==> src/rtl/ascii_pkg.sv <==
// ascii_pkg: shared definitions for the ASCII hex parser.
//   - delimiter character codes and a delimiter test helper
//   - character class enum produced by the classifier
//   - parser FSM state enum
package ascii_pkg;

  localparam logic [7:0] CH_SP    = 8'h20;
  localparam logic [7:0] CH_TAB   = 8'h09;
  localparam logic [7:0] CH_CR    = 8'h0D;
  localparam logic [7:0] CH_LF    = 8'h0A;
  localparam logic [7:0] CH_COMMA = 8'h2C;

  typedef enum logic [1:0] {
    CH_DIGIT   = 2'd0,
    CH_DELIM   = 2'd1,
    CH_PREFIX  = 2'd2,
    CH_INVALID = 2'd3
  } char_class_e;

  typedef enum logic [1:0] {
    IDLE  = 2'd0,
    ACCUM = 2'd1,
    SKIP  = 2'd2
  } parse_state_e;

  // True for the token-separating whitespace/comma characters.
  function automatic logic is_delim(input logic [7:0] c);
    logic r;
    case (c)
      CH_SP, CH_TAB, CH_CR, CH_LF, CH_COMMA: r = 1'b1;
      default:                               r = 1'b0;
    endcase
    return r;
  endfunction

endpackage

==> src/rtl/ascii_hex_classify.sv <==
// ascii_hex_classify: purely combinational character classifier.
//   ch  (in,  8) ASCII character
//   cls (out, 2) CH_DIGIT / CH_DELIM / CH_PREFIX ('x','X') / CH_INVALID
//   nib (out, 4) hex value of the character when cls == CH_DIGIT, else 0
// ALLOW_LOWER=0 makes 'a'..'f' fall into CH_INVALID.
module ascii_hex_classify
  import ascii_pkg::*;
#(
  parameter bit ALLOW_LOWER = 1'b1
) (
  input  logic [7:0]  ch,
  output char_class_e cls,
  output logic [3:0]  nib
);

  // Map one character to its class and nibble value.
  always_comb begin
    cls = CH_INVALID;
    nib = 4'h0;
    if (is_delim(ch)) begin
      cls = CH_DELIM;
    end else if (ch >= 8'h30 && ch <= 8'h39) begin
      cls = CH_DIGIT;
      nib = ch[3:0];
    end else if (ch >= 8'h41 && ch <= 8'h46) begin
      // 'A' = 0x41: low nibble 1 maps to value 10
      cls = CH_DIGIT;
      nib = ch[3:0] + 4'd9;
    end else if (ALLOW_LOWER && ch >= 8'h61 && ch <= 8'h66) begin
      cls = CH_DIGIT;
      nib = ch[3:0] + 4'd9;
    end else if (ch == 8'h78 || ch == 8'h58) begin
      cls = CH_PREFIX;
    end else begin
      cls = CH_INVALID;
      nib = 4'h0;
    end
  end

endmodule

==> src/rtl/ascii_hex_parser.sv <==
// ascii_hex_parser: streaming ASCII hex text to binary word converter.
// One character per cycle is accepted over s_valid/s_ready; hex digits are
// shifted in MSB-first and every delimiter that closes a token emits one word.
//   clk, nrst            clock (rising edge), asynchronous active-low reset
//   s_data/s_valid/s_ready   character input stream
//   m_data    (W)        parsed value, right-aligned
//   m_ndigits            digits captured, "0x" prefix excluded
//   m_err                invalid char, overflow or bare "0x" in the token
//   m_valid/m_ready      output word handshake
module ascii_hex_parser
  import ascii_pkg::*;
#(
  parameter int DIGITS       = 8,
  parameter bit ALLOW_PREFIX = 1'b1,
  parameter bit ALLOW_LOWER  = 1'b1,
  localparam int W  = 4 * DIGITS,
  localparam int NW = $clog2(DIGITS + 1)
) (
  input  logic          clk,
  input  logic          nrst,
  input  logic [7:0]    s_data,
  input  logic          s_valid,
  output logic          s_ready,
  output logic [W-1:0]  m_data,
  output logic [NW-1:0] m_ndigits,
  output logic          m_err,
  output logic          m_valid,
  input  logic          m_ready
);

  localparam logic [NW-1:0] CNT_MAX = DIGITS[NW-1:0];
  localparam logic [NW-1:0] CNT_ONE = NW'(1);

  parse_state_e  state_q, state_d;
  logic [W-1:0]  acc_q, acc_d;
  logic [NW-1:0] cnt_q, cnt_d;
  logic          err_q, err_d;
  logic          pfx_q, pfx_d;
  logic          m_valid_q, m_valid_d;
  logic [W-1:0]  m_data_q, m_data_d;
  logic [NW-1:0] m_ndigits_q, m_ndigits_d;
  logic          m_err_q, m_err_d;

  char_class_e   cls;
  logic [3:0]    nib;
  logic          accept;
  logic          emit;

  ascii_hex_classify #(
    .ALLOW_LOWER(ALLOW_LOWER)
  ) u_classify (
    .ch  (s_data),
    .cls (cls),
    .nib (nib)
  );

  // The single output register frees up in the same cycle it is consumed,
  // so a new word can load while the old one retires.
  assign s_ready = !m_valid_q || m_ready;
  assign accept  = s_valid && s_ready;

  // Token FSM: next state, accumulator, digit counter, error and prefix flags.
  always_comb begin
    state_d = state_q;
    acc_d   = acc_q;
    cnt_d   = cnt_q;
    err_d   = err_q;
    pfx_d   = pfx_q;
    emit    = 1'b0;
    if (accept) begin
      case (state_q)
        IDLE: begin
          case (cls)
            CH_DELIM: begin
              state_d = IDLE;
            end
            CH_DIGIT: begin
              acc_d   = {{(W-4){1'b0}}, nib};
              cnt_d   = CNT_ONE;
              state_d = ACCUM;
            end
            default: begin
              err_d   = 1'b1;
              state_d = SKIP;
            end
          endcase
        end
        ACCUM: begin
          case (cls)
            CH_DIGIT: begin
              if (cnt_q < CNT_MAX) begin
                acc_d = {acc_q[W-5:0], nib};
                cnt_d = cnt_q + CNT_ONE;
              end else begin
                // overflow: keep the first DIGITS digits, discard the rest
                err_d   = 1'b1;
                state_d = SKIP;
              end
            end
            CH_PREFIX: begin
              // only a lone leading '0' can turn into a "0x" prefix, once
              if (ALLOW_PREFIX && cnt_q == CNT_ONE && acc_q == '0 && !pfx_q) begin
                cnt_d = '0;
                pfx_d = 1'b1;
              end else begin
                err_d   = 1'b1;
                state_d = SKIP;
              end
            end
            CH_DELIM: begin
              emit    = 1'b1;
              acc_d   = '0;
              cnt_d   = '0;
              err_d   = 1'b0;
              pfx_d   = 1'b0;
              state_d = IDLE;
            end
            default: begin
              err_d   = 1'b1;
              state_d = SKIP;
            end
          endcase
        end
        SKIP: begin
          if (cls == CH_DELIM) begin
            emit    = 1'b1;
            acc_d   = '0;
            cnt_d   = '0;
            err_d   = 1'b0;
            pfx_d   = 1'b0;
            state_d = IDLE;
          end else begin
            state_d = SKIP;
          end
        end
        default: begin
          state_d = IDLE;
        end
      endcase
    end else begin
      state_d = state_q;
    end
  end

  // Output word register: load on emit, drop valid once consumed.
  always_comb begin
    m_valid_d   = m_valid_q;
    m_data_d    = m_data_q;
    m_ndigits_d = m_ndigits_q;
    m_err_d     = m_err_q;
    if (emit) begin
      m_valid_d   = 1'b1;
      m_data_d    = acc_q;
      m_ndigits_d = cnt_q;
      m_err_d     = err_q || (pfx_q && cnt_q == '0);
    end else if (m_ready) begin
      m_valid_d = 1'b0;
    end else begin
      m_valid_d = m_valid_q;
    end
  end

  // State and output registers.
  always_ff @(posedge clk or negedge nrst) begin
    if (!nrst) begin
      state_q     <= IDLE;
      acc_q       <= '0;
      cnt_q       <= '0;
      err_q       <= 1'b0;
      pfx_q       <= 1'b0;
      m_valid_q   <= 1'b0;
      m_data_q    <= '0;
      m_ndigits_q <= '0;
      m_err_q     <= 1'b0;
    end else begin
      state_q     <= state_d;
      acc_q       <= acc_d;
      cnt_q       <= cnt_d;
      err_q       <= err_d;
      pfx_q       <= pfx_d;
      m_valid_q   <= m_valid_d;
      m_data_q    <= m_data_d;
      m_ndigits_q <= m_ndigits_d;
      m_err_q     <= m_err_d;
    end
  end

  assign m_valid   = m_valid_q;
  assign m_data    = m_data_q;
  assign m_ndigits = m_ndigits_q;
  assign m_err     = m_err_q;

endmodule

==> config.mk <==
export PLATFORM = sky130hd
export DESIGN_NAME = ascii_hex_parser
export DESIGN_NICKNAME = d
export VERILOG_FILES = /design/src/rtl/ascii_pkg.sv /design/src/rtl/ascii_hex_classify.sv /design/src/rtl/ascii_hex_parser.sv
export SDC_FILE = /design/constraint.sdc
export NUM_CORES = 1
export LEC_CHECK = 0
export BUFFER_PORTS_ARGS = -buffer_cell sky130_fd_sc_hd__buf_2
export CORE_AREA = 2 2 100 102
export CTS_CLUSTER_DIAMETER = 150
export DETAILED_ROUTE_END_ITERATION = 16
export DIE_AREA = 0 0 102 104
export GPL_TIMING_DRIVEN = 0
export PLACE_DENSITY = 0.63
export SLEW_MARGIN = 10
export SYNTH_ARGS = -nofsm -noshare
export SYNTH_HDL_FRONTEND = slang
export SYNTH_SLANG_ARGS = --single-unit
==> constraint.sdc <==
create_clock -name clk -period 5.3 [get_ports clk]
set_input_delay 0.53 -clock clk [delete_from_list [all_inputs] [get_ports clk]]
set_output_delay 0.53 -clock clk [all_outputs]
set_load 0.01 [all_outputs]
==> metrics <==
status=finished, final reports clean; cells along the critical path=buf_2 > inv_1 > ha_1 > o21bai_1 > a2111oi_4 > a21oi_1 > o31ai_1 > inv_1 > ha_1 > clkbuf_1 > nand4_1 > clkbuf_1 > mux2_2; met2 track demand over resource in global routing=0.2613; placement-stage cell area=between 0.004 and 0.005 mm²; post-layout instance area=0.004446 mm²; clock-pin transition on the worst setup and hold timing paths=about 0.080 ns; sequential share of the synthesized area=0.5228; Critical Path AT=around 3.6 ns; post-route antenna net violation count=0; CP Data Required Time=5.54 ns; Post-Place Setup Slack=between 1.5 and 2 ns; internal reg-to-reg setup slack=2.90 ns; PD cells=331.7 mW/mm²; number of placed cells counting well taps=between 500 and 600; cell accounting for the most synthesized area=sky130_fd_sc_hd__dfrtp_1; pin count of the biggest net entering global routing=66; count of vias placed by the detailed router=2801; synthesized instance count=around 350; Warnings, synthesis=0; Synth top area share=0.5228; unrepaired setup endpoints after global routing=false; Critical Path Start Type=input pin; final core area utilization=0.4655; worst-margin pin slew=0.6205 ns; Total Power Consumption=around 1.5 mW; setup TNS after final layout=0 ns; number of fill cells in the layout=915; most used flip-flop cell after synthesis=sky130_fd_sc_hd__dfrtp_1; die footprint=around 0.011 mm²; post-synthesis average cell area=between 10 and 15 µm²; top post-synthesis cells by area=sky130_fd_sc_hd__dfrtp_1 52%, sky130_fd_sc_hd__mux2_2 11%, sky130_fd_sc_hd__nand2_1 7.1%; worst-path cell with the longest stage delay=sky130_fd_sc_hd__clkbuf_1; Critical Path Max Stage Delay=~0.52 ns; Leak=around 2.2 nW; top-level I/O count=51; number of endpoints with negative hold slack in the final report=0; Seq cells post-synth=78; maximum fanout encountered on the critical timing path=10; final-report setup violation count=0; routability cong.=0.8529; max-slew violation count=0; CTS resizes=0; Post-route DRC=0; drt total wl=8501 µm; routed wirelength normalized by instance count=~16 µm; number of antenna violations at the first check in global routing=0; met1 usage=0.2332; final cycle utilization of the critical path=0.6255; Crit Reg-Reg Endpoint=acc_q[0]; count of hold buffers inserted by post-cts repair=0; number of antenna diodes=0; Max-slew headroom=0.5863; number of distinct standard cells referenced by the synthesized netlist=45; die height=approximately 100 µm; first-pass iteration count of the detailed router=7; cell depth of the worst flop-to-flop path=9; GRT Total Usage=0.1704; launch point of the critical path=s_data[0]; max-capacitance violation count=0; initial cell density of the core=0.3910; Layout Nets=around 430; type of the worst setup path=in -> reg; Longest Clk Path Bufs=2; final worst setup slack=roughly 2.0 ns; Critical R2R Launch=state_q[0]; Avg Vias per Cell=5.139; Cell Rows=36; number of buffers created by CTS=9; sum of overflow across all layers after global routing=0; Final Hold Slack=between 0.015 and 0.02 ns; DRC violation total after the first TritonRoute iteration=approximately 130; post-synthesis cell area=around 0.0037 mm²; Final Skew=0.006098 ns; buffers added on ports=49; synthesized netlist net count=roughly 370; Synth top cells by count=78 x sky130_fd_sc_hd__dfrtp_1, 71 x sky130_fd_sc_hd__nand2_1, 38 x sky130_fd_sc_hd__mux2_2; achievable clock frequency=between 300 and 400 MHz; area taken by flip-flops and latches=just under 0.002 mm²; insertion delay of the later-clocked pin in the worst-skew pair=roughly 0.36 ns; vias in the first global route=2780; async set-reset flop share out of synthesis=1.000; global-route wire length before repair=roughly 14000 µm; CP Capture Type=flop; number of enable flip-flop cells after synthesis=0; last element of the critical path=m_ndigits[2]; multi-input combinational cell area=approximately 0.0017 mm²; min Tclk post-route=~3.3 ns; Die Span X=between 100 and 150 µm; met3 usage in global routing=0.03898; Most Used Layer, Global Route=met2; Post-CTS Setup Inserts=0; clock tree from TritonCTS=built; clock tree sinks=between 70 and 80; highest ir drop seen on vdd=~130 µV; Layout Area Growth over Synthesis=19.07%; fraction of layout instances using a drive strength above 1=0.2791; half-perimeter wire length after placement=a little over 6000 µm; root buffer cell=sky130_fd_sc_hd__clkbuf_8; type of the most critical hold path=in -> async; H-Tree Depth=3; count of non-filler cells in the finished layout=approximately 550; standard cell core area=around 0.0095 mm²; most numerous cell in the Yosys netlist=sky130_fd_sc_hd__dfrtp_1
area by class of cell:
class	count	share of cell area
sequential	78	0.4391
multi-input combinational	237	0.3740
timing repair buffer	50	0.06192
tap	133	0.03743
clock buffer	10	0.03096
clock inverter	6	0.02983
buffer	17	0.01492
inverter	14	0.01182
worst min-delay path by stage:
stage / startpoint / end / slack [ns]
after floorplan: nrst / acc_q[0] / 0.23
after global placement: m_err / m_err / 0.46
after detailed placement: nrst / m_data[5] / 0.40
after CTS: nrst / m_data[5] / 0.02
after global routing: nrst / m_data[9] / 0.02
final: nrst / m_data[3] / 0.02
layer usage:
metal / part of all wire / up-vias
met2: 0.46 / 69
li1: - / 1337
met1: 0.48 / 1377
met3: 0.040 / 18
met5: 0 / -
met4: 0.022 / 0
worst max-delay path, delay by kind of cell:
family	cells	cell delay, ns
adders and majority gates	2	0.42
and+or+nand+nor	1	0.27
buffers and inverters	5	1.01
muxes	1	0.41
AOI/OAI and AO/OA	4	0.91
state kept, by name (all words and copies together), names as in the netlist:
signal,flops
m_data,32
acc_q,32
err_q,1
m_err,1
m_ndigits,4
state_q,2
cnt_q,4
m_valid,1
pfx_q,1
logic make-up (layout without fill, tap and decap cells):
logic type	count (synthesis)	after routing	share of synthesized area
compound gates	62	62	0.1139
xor+xnor	3	3	0.007039
fa+ha+maj	15	15	0.05027
buf+inv	31	97	0.03184
flops	78	78	0.5228
mux	41	41	0.1227
simple gates	116	116	0.1515
power by group:
group          internal, mW  leakage [nW]  switching [mW]
Combinational        0.0885         0.945           0.147
Clock                 0.372         0.132           0.221
Sequential            0.622          1.08          0.0239
cell usage in the layout, fill, tap and decap left out, types with 4 or more instances in the layout:
cell type                   instances
sky130_fd_sc_hd__a31oi_1            5
sky130_fd_sc_hd__buf_2             50
sky130_fd_sc_hd__bufinv_16          4
sky130_fd_sc_hd__clkbuf_1          13
sky130_fd_sc_hd__clkbuf_8          10
sky130_fd_sc_hd__dfrtp_1           78
sky130_fd_sc_hd__ha_1              15
sky130_fd_sc_hd__inv_1             14
sky130_fd_sc_hd__mux2_2            38
sky130_fd_sc_hd__nand2_1           71
sky130_fd_sc_hd__nand3_1            9
sky130_fd_sc_hd__nor2_1             4
sky130_fd_sc_hd__nor2b_1            6
sky130_fd_sc_hd__nor4_1             7
sky130_fd_sc_hd__o21ai_0           36
Power figures use the tool's default switching activity.
